===== src/rtl/activity_pkg.sv =====
// Shared constants and types for the step-rate meter and the activity trackers
// that consume its ppm output.
package activity_pkg;

  localparam int PPM_W       = 10;
  localparam int WIN_SECS    = 60;
  localparam int HI_THRESH   = 64;
  localparam int BKT_W       = 8;
  localparam int LOCKOUT_CYC = 4;

  typedef logic [PPM_W-1:0] ppm_t;

  // Width of a sum of win full buckets, so the running window sum cannot overflow.
  function automatic int sum_width(input int win, input int bkt_w);
    return $clog2(win * ((1 << bkt_w) - 1) + 1);
  endfunction

endpackage


===== src/rtl/step_rate_meter_if.sv =====
// Step-pulse / ppm bundle between the step source, the meter and the trackers.
interface step_rate_meter_if #(
  parameter int BKT_W = 8,
  parameter int PPM_W = 10
);

  logic             sec_tick;
  logic             step;
  logic [PPM_W-1:0] ppm;
  logic             ppm_valid;
  logic             hi_act;
  logic [BKT_W-1:0] sec_cnt;

  modport master (
    output sec_tick, step,
    input  ppm, ppm_valid, hi_act, sec_cnt
  );

  modport slave (
    input  sec_tick, step,
    output ppm, ppm_valid, hi_act, sec_cnt
  );

endinterface


===== src/rtl/step_rate_ring.sv =====
// WIN_SECS-deep ring of closed per-second buckets with a running window sum.
module step_rate_ring #(
  parameter int WIN_SECS = 60,
  parameter int BKT_W    = 8,
  parameter int SUM_W    = 14
) (
  input  logic             clk,
  input  logic             reset,
  input  logic             wr_en,
  input  logic [BKT_W-1:0] closing,
  output logic [SUM_W-1:0] sum
);

  localparam int PTR_W = $clog2(WIN_SECS);

  logic [BKT_W-1:0] bkt [WIN_SECS];
  logic [PTR_W-1:0] wr_ptr;

  // The slot being overwritten is the bucket leaving the window, so the sum is
  // adjusted incrementally instead of re-adding all WIN_SECS buckets.
  always_ff @(posedge clk) begin
    if (reset) begin
      for (int unsigned i = 0; i < WIN_SECS; i++) bkt[i] <= '0;
      wr_ptr <= '0;
      sum    <= '0;
    end else if (wr_en) begin
      bkt[wr_ptr] <= closing;
      sum         <= sum + SUM_W'(closing) - SUM_W'(bkt[wr_ptr]);
      wr_ptr      <= (wr_ptr == PTR_W'(WIN_SECS - 1)) ? '0 : wr_ptr + 1'b1;
    end
  end

endmodule


===== src/rtl/step_rate_meter.sv =====
// Step-pulse rate meter: 1 s buckets, WIN_SECS sliding window, registered ppm.
// Optional build macro STEP_LOCKOUT_EN ignores steps for LOCKOUT_CYC cycles after an accepted one.
module step_rate_meter
  import activity_pkg::*;
#(
  parameter int WIN_SECS    = activity_pkg::WIN_SECS,
  parameter int BKT_W       = activity_pkg::BKT_W,
  parameter int PPM_W       = activity_pkg::PPM_W,
  parameter int HI_THRESH   = activity_pkg::HI_THRESH,
  parameter int LOCKOUT_CYC = activity_pkg::LOCKOUT_CYC
) (
  input  logic               clk,
  input  logic               reset,
  step_rate_meter_if.slave   bus
);

  localparam int SUM_W   = sum_width(WIN_SECS, BKT_W);
  localparam int FILL_W  = $clog2(WIN_SECS + 1);
  localparam int PPM_MAX = (1 << PPM_W) - 1;

  localparam logic [BKT_W-1:0] BKT_MAX = '1;

  localparam logic [0:0] FILL = 1'b0;
  localparam logic [0:0] RUN  = 1'b1;

  logic             step_ok;
  logic [BKT_W-1:0] sec_cnt;
  logic [BKT_W-1:0] closing;
  logic [SUM_W-1:0] sum;
  logic [FILL_W-1:0] fill;
  logic [0:0]       state;
  logic [PPM_W-1:0] ppm;

`ifdef STEP_LOCKOUT_EN
  localparam int LCK_W = $clog2(LOCKOUT_CYC + 1);

  logic [LCK_W-1:0] lock_cnt;

  assign step_ok = bus.step && (lock_cnt == '0);

  // Lockout spans second boundaries; only reset clears it.
  always_ff @(posedge clk) begin
    if (reset) begin
      lock_cnt <= '0;
    end else if (step_ok) begin
      lock_cnt <= LCK_W'(LOCKOUT_CYC);
    end else if (lock_cnt != '0) begin
      lock_cnt <= lock_cnt - 1'b1;
    end
  end
`else
  localparam int lockout_unused = LOCKOUT_CYC;

  assign step_ok = bus.step;
`endif

  // A step on the tick edge belongs to the second being closed.
  assign closing = (sec_cnt == BKT_MAX) ? BKT_MAX : sec_cnt + BKT_W'(step_ok);

  step_rate_ring #(
    .WIN_SECS (WIN_SECS),
    .BKT_W    (BKT_W),
    .SUM_W    (SUM_W)
  ) u_ring (
    .clk     (clk),
    .reset   (reset),
    .wr_en   (bus.sec_tick),
    .closing (closing),
    .sum     (sum)
  );

  always_ff @(posedge clk) begin
    if (reset) begin
      sec_cnt <= '0;
      fill    <= '0;
      state   <= FILL;
      ppm     <= '0;
    end else begin
      if (bus.sec_tick) begin
        sec_cnt <= '0;
      end else if (step_ok && sec_cnt != BKT_MAX) begin
        sec_cnt <= sec_cnt + 1'b1;
      end

      if (bus.sec_tick && fill != FILL_W'(WIN_SECS)) begin
        fill <= fill + 1'b1;
      end

      // fill reaches WIN_SECS on the last tick edge; state follows one cycle
      // later so ppm_valid rises together with the full-window ppm.
      if (state == FILL && fill == FILL_W'(WIN_SECS)) begin
        state <= RUN;
      end

      ppm <= (sum > SUM_W'(PPM_MAX)) ? '1 : PPM_W'(sum);
    end
  end

  assign bus.ppm       = ppm;
  assign bus.ppm_valid = (state == RUN);
  assign bus.hi_act    = (ppm >= PPM_W'(HI_THRESH));
  assign bus.sec_cnt   = sec_cnt;

endmodule


===== src/flat_wrapper.sv =====
// flat-port wrapper written by rule: the top's interface ports become plain ports
module step_rate_meter_flat import activity_pkg::*;
#(
  parameter int WIN_SECS    = activity_pkg::WIN_SECS,
  parameter int BKT_W       = activity_pkg::BKT_W,
  parameter int PPM_W       = activity_pkg::PPM_W,
  parameter int HI_THRESH   = activity_pkg::HI_THRESH,
  parameter int LOCKOUT_CYC = activity_pkg::LOCKOUT_CYC
)
  (clk, reset, bus_sec_tick, bus_step, bus_ppm, bus_ppm_valid, bus_hi_act, bus_sec_cnt);
  step_rate_meter_if #(.BKT_W(BKT_W), .PPM_W(PPM_W)) bus_i ();
  input  logic clk;
  input  logic reset;
  input wire logic [$bits(bus_i.sec_tick)-1:0] bus_sec_tick;
  input wire logic [$bits(bus_i.step)-1:0] bus_step;
  output wire logic [$bits(bus_i.ppm)-1:0] bus_ppm;
  output wire logic [$bits(bus_i.ppm_valid)-1:0] bus_ppm_valid;
  output wire logic [$bits(bus_i.hi_act)-1:0] bus_hi_act;
  output wire logic [$bits(bus_i.sec_cnt)-1:0] bus_sec_cnt;
  assign bus_i.sec_tick = bus_sec_tick;
  assign bus_i.step = bus_step;
  assign bus_ppm = bus_i.ppm;
  assign bus_ppm_valid = bus_i.ppm_valid;
  assign bus_hi_act = bus_i.hi_act;
  assign bus_sec_cnt = bus_i.sec_cnt;
  step_rate_meter #(.WIN_SECS(WIN_SECS), .BKT_W(BKT_W), .PPM_W(PPM_W), .HI_THRESH(HI_THRESH), .LOCKOUT_CYC(LOCKOUT_CYC)) u_core (.clk(clk), .reset(reset), .bus(bus_i));
endmodule

===== config.mk =====
export PLATFORM = sky130hd
export DESIGN_NAME = step_rate_meter_flat
export DESIGN_NICKNAME = d
export VERILOG_FILES = /design/src/rtl/activity_pkg.sv /design/src/rtl/step_rate_meter_if.sv /design/src/rtl/step_rate_ring.sv /design/src/rtl/step_rate_meter.sv /design/src/flat_wrapper.sv
export SDC_FILE = /design/constraint.sdc
export NUM_CORES = 1
export LEC_CHECK = 0
export BUFFER_PORTS_ARGS = -buffer_cell sky130_fd_sc_hd__buf_2
export CORE_UTILIZATION = 44
export CTS_BUF_LIST = sky130_fd_sc_hd__clkbuf_4 sky130_fd_sc_hd__clkbuf_8
export DETAILED_ROUTE_END_ITERATION = 10
export MAX_ROUTING_LAYER = met4
export PLACE_DENSITY = 0.55
export SYNTH_ARGS = -nofsm -noshare
export SYNTH_HDL_FRONTEND = slang
export SYNTH_SLANG_ARGS = --single-unit

===== constraint.sdc =====
create_clock -name clk -period 8 [get_ports clk]
set_clock_uncertainty 0.2 [all_clocks]
set_input_delay 0.4 -clock clk [delete_from_list [all_inputs] [get_ports clk]]
set_output_delay 0.4 -clock clk [all_outputs]
set_load 0.02 [all_outputs]

==> results.yml <==
clock_network:
  cts_resized: 0
  htreeDepth: 3
  root_buffer: "clkbuf_8"
  cts_tree: "yes"
  clockBufferDepth: 3
  cts_buffers: 95
  clkSinkCount: 563
  clk_pin_slew_ns: 0.06
  insertion_delay_ns: 0.70
routing:
  ant_nets: 0
  vias: 14900
  drc_errors: 0
  wl_per_cell_um: 24.1
  drt_wl_total_um: 64300
  vias_per_cell: 5.61
  firstDrtPassIters: 5
  drtIter0Drc: 1385
sta:
  min_period_ns: 5.51
  rsz0062_at_grt: "false"
  hold_viol: 0
  max_slew_margin_pct: 25.7
  max_freq_mhz: 182
  slew_viol_final: 0
  setup-tns-final_ns: 0
  tightest_slew_ns: 1.11
  setup_viol: 0
  holdWs_ns: 0.107
  period_share_pct: 68.9
global_routing:
  grt_pass1_wl_um: 96400
  grt_max_degree: 73
  antenna_found_initial: 1
  grt_use_total_pct: 23.5
  use_met2_pct: 37.0
  grt-busiest-layer: "met2"
  grt_overflow_total: 0
  use_met3_pct: 3.28
  gr-usage-met1_pct: 32.1
  grt_pass1_vias: 15000
synth:
  yosysSeqAreaShare_pct: 65.1
  synth.distinct_cells: 52
  syn_avg_cell_area_um2: 14.0
  synthArstFlopShare_pct: 0
  syn_inst: 1799
  synth_edf_count: 512
  yosys.area.top_type_share_pct: 61.0
  synth_top_area_cell: "edfxtp_1"
  yosys_warnings: 0
  synthTopCellsByArea: "edfxtp_1 61%, mux4_2 13%, nor2_1 7.9%"
  synth_nets: 1835
  synth_seq_cells: 563
  synth_ff_type: "edfxtp_1"
  synth_area_um2: 25200
cells_and_area:
  stdcell_area_um2: 27900
  seqCellArea_um2: 16400
  multi_input_area_um2: 8140
  layout-drive-gt1-share_pct: 19.6
  final_nets: 1864
  syn2layout_area_growth_pct: 10.7
  fillerInstances: 4930
  fin_cells: 2663
setup_path:
  crit_fanout: 54
  arrival_ns: 5.86
  path_cells: "buf_12 -> mux4_2 -> mux4_2 -> o22ai_1 -> nor2_1 -> fa_1 -> inv_1 -> ha_1 -> a211oi_1 -> o21ai_1 -> a41o_1 -> a221oi_1 -> xnor2_1 -> a22o_1"
  worstPathRequired_ns: 8.35
  cp_common_cell: "mux4_2"
  critPathKind: "flop to flop"
  cp_slowest_cell: "dfxtp_4"
  cp-start-kind: "flop"
  worstSetupEndpointType: "flop"
  cp_slowest_stage_delay_ns: 0.80
placement:
  gp_congestion: 0.812
  place_area_um2: 26000
  place_inst: 2486
  hpwl_um: 39100
  portBuffers: 23
pwr:
  p_leak_nw: 9.14
  powerDensity_nw_per_um2: 249
  ir_drop_uv: 151
floorplanning:
  start_util_pct: 44.6
  fp.dieW_um: 241
  rows: 87
  io_pins: 24
  die_area_um2: 58200
  core_um2: 56500
  fp.dieH_um: 241
status:
  status: "finished clean"
flow_run:
  cap_violations: 0
worst_hold_path:
  hp-class: "primary input to flop"
[worst max-delay path: cells and delay by family, from the launching register on]
| family | cells | cell delay [ns] |
|---|---|---|
| AO/OA/AOI/OAI | 6 | 1.64 |
| multiplexers | 2 | 1.08 |
| adder cells (fa/ha/maj) | 2 | 0.84 |
| flip-flops | 1 | 0.80 |
| buffers and inverters | 2 | 0.50 |
| AND/OR/NAND/NOR | 1 | 0.13 |
| XOR/XNOR | 1 | 0.10 |
[power by group]
part           total, mW  switching [mW]  internal (mW)  leakage, nW
registers           3.44          0.0805           3.36         5.44
logic              0.955           0.541          0.414         2.69
clock network       2.56            1.18           1.38         1.00
[state kept, by name, summed over array words and instances (netlist names), named ones only]
register,count
u_core.bus.ppm,10
u_core.bus.ppm_valid,1
u_core.u_ring.bkt,512
u_core.bus.sec_cnt,8
u_core.u_ring.wr_ptr,6
u_core.u_ring.sum,14
u_core.fill,6
[repair_timing]
| item | CTS | global route |
|---|---|---|
| endpoints found under the hold margin | 2 | 0 |
| hold buffers | 1 | 0 |
| endpoints found under the setup margin | 0 | 0 |
| buffers inserted | 0 | 0 |
[through the flow]
step,power [mW],utilization (%),worst slack [ns]
floorplan,4.20,-,3.52
finish,6.96,49.4,2.49
global route,7.24,49.4,2.17
global placement,4.44,46.0,2.51
detailed placement,4.46,46.0,2.47
CTS,7.02,49.4,2.45
[synth_stat cells, types with 8 or more instances]
| library cell | count |
|---|---|
| fa_1 | 8 |
| nand4_1 | 9 |
| o22ai_1 | 10 |
| a21oi_1 | 36 |
| ha_1 | 24 |
| edfxtp_1 | 512 |
| xor2_1 | 11 |
| nand2b_1 | 65 |
| buf_2 | 17 |
| mux4_2 | 149 |
| xnor2_1 | 14 |
| inv_1 | 40 |
| nand2_1 | 75 |
| nor3_1 | 9 |
| a211oi_1 | 12 |
| clkbuf_1 | 79 |
| buf_6 | 11 |
| nor2b_1 | 11 |
| dfxtp_1 | 51 |
| nand3_1 | 8 |
| mux2i_1 | 33 |
| nor2_1 | 533 |
[layout make-up]
cell class                 instances  area share, %
timing repair buffer              50           1.29
clock buffer                     135           5.81
multi-input combinational       1074           29.2
tap                              756           3.39
clock inverter                    40          0.906
antenna                            1        0.00897
inverter                          44          0.592
sequential                       563           58.8
[logic make-up (layout without fill, tap and decap cells)]
| logic type | count (synthesis) | in the layout | synth area share, % |
|---|---|---|---|
| XOR/XNOR | 25 | 25 | 0.869 |
| AO/OA/AOI/OAI | 96 | 96 | 2.41 |
| adder cells (fa/ha/maj) | 32 | 32 | 1.83 |
| other | 0 | 1 | 0 |
| AND/OR/NAND/NOR | 739 | 739 | 12.3 |
| buffers and inverters | 162 | 269 | 2.88 |
| multiplexers | 182 | 182 | 14.6 |
| flip-flops | 563 | 563 | 65.1 |
[cell usage in the layout, fill, tap and decap left out, types with 13 or more instances in the layout]
| cell type | count |
|---|---|
| a21oi_1 | 35 |
| buf_2 | 22 |
| buf_4 | 24 |
| clkbuf_4 | 38 |
| clkbuf_8 | 97 |
| clkinv_1 | 20 |
| clkinv_2 | 13 |
| dfxtp_1 | 48 |
| edfxtp_1 | 512 |
| ha_1 | 24 |
| inv_1 | 40 |
| mux2i_1 | 33 |
| mux4_2 | 149 |
| nand2_1 | 75 |
| nand2b_1 | 65 |
| nor2_1 | 530 |
| xnor2_1 | 14 |
[worst paths after layout]
check	depth (start not counted)	endpoint	slack, ns	startpoint
setup / recovery	14	u_core.u_ring.sum[12]$_SDFFE_PP0P_	2.49	flop
setup reg to reg	14	u_core.u_ring.sum[12]$_SDFFE_PP0P_	2.49	flop
hold / removal	4	u_core.u_ring.sum[11]$_SDFFE_PP0P_	0.11	bus_sec_tick
hold reg to reg	2	u_core.bus.ppm_valid$_SDFFE_PP0P_	0.27	u_core.bus.ppm_valid$_SDFFE_PP0P_
[metal layers]
| layer | vias to the layer above | share of wire [%] |
|---|---|---|
| li1 | 6628 | - |
| met1 | 7721 | 43 |
| met2 | 507 | 49 |
| met3 | 85 | 6.2 |
| met4 | 0 | 1.8 |
| met5 | - | 0 |
Power figures use the tool's default switching activity.
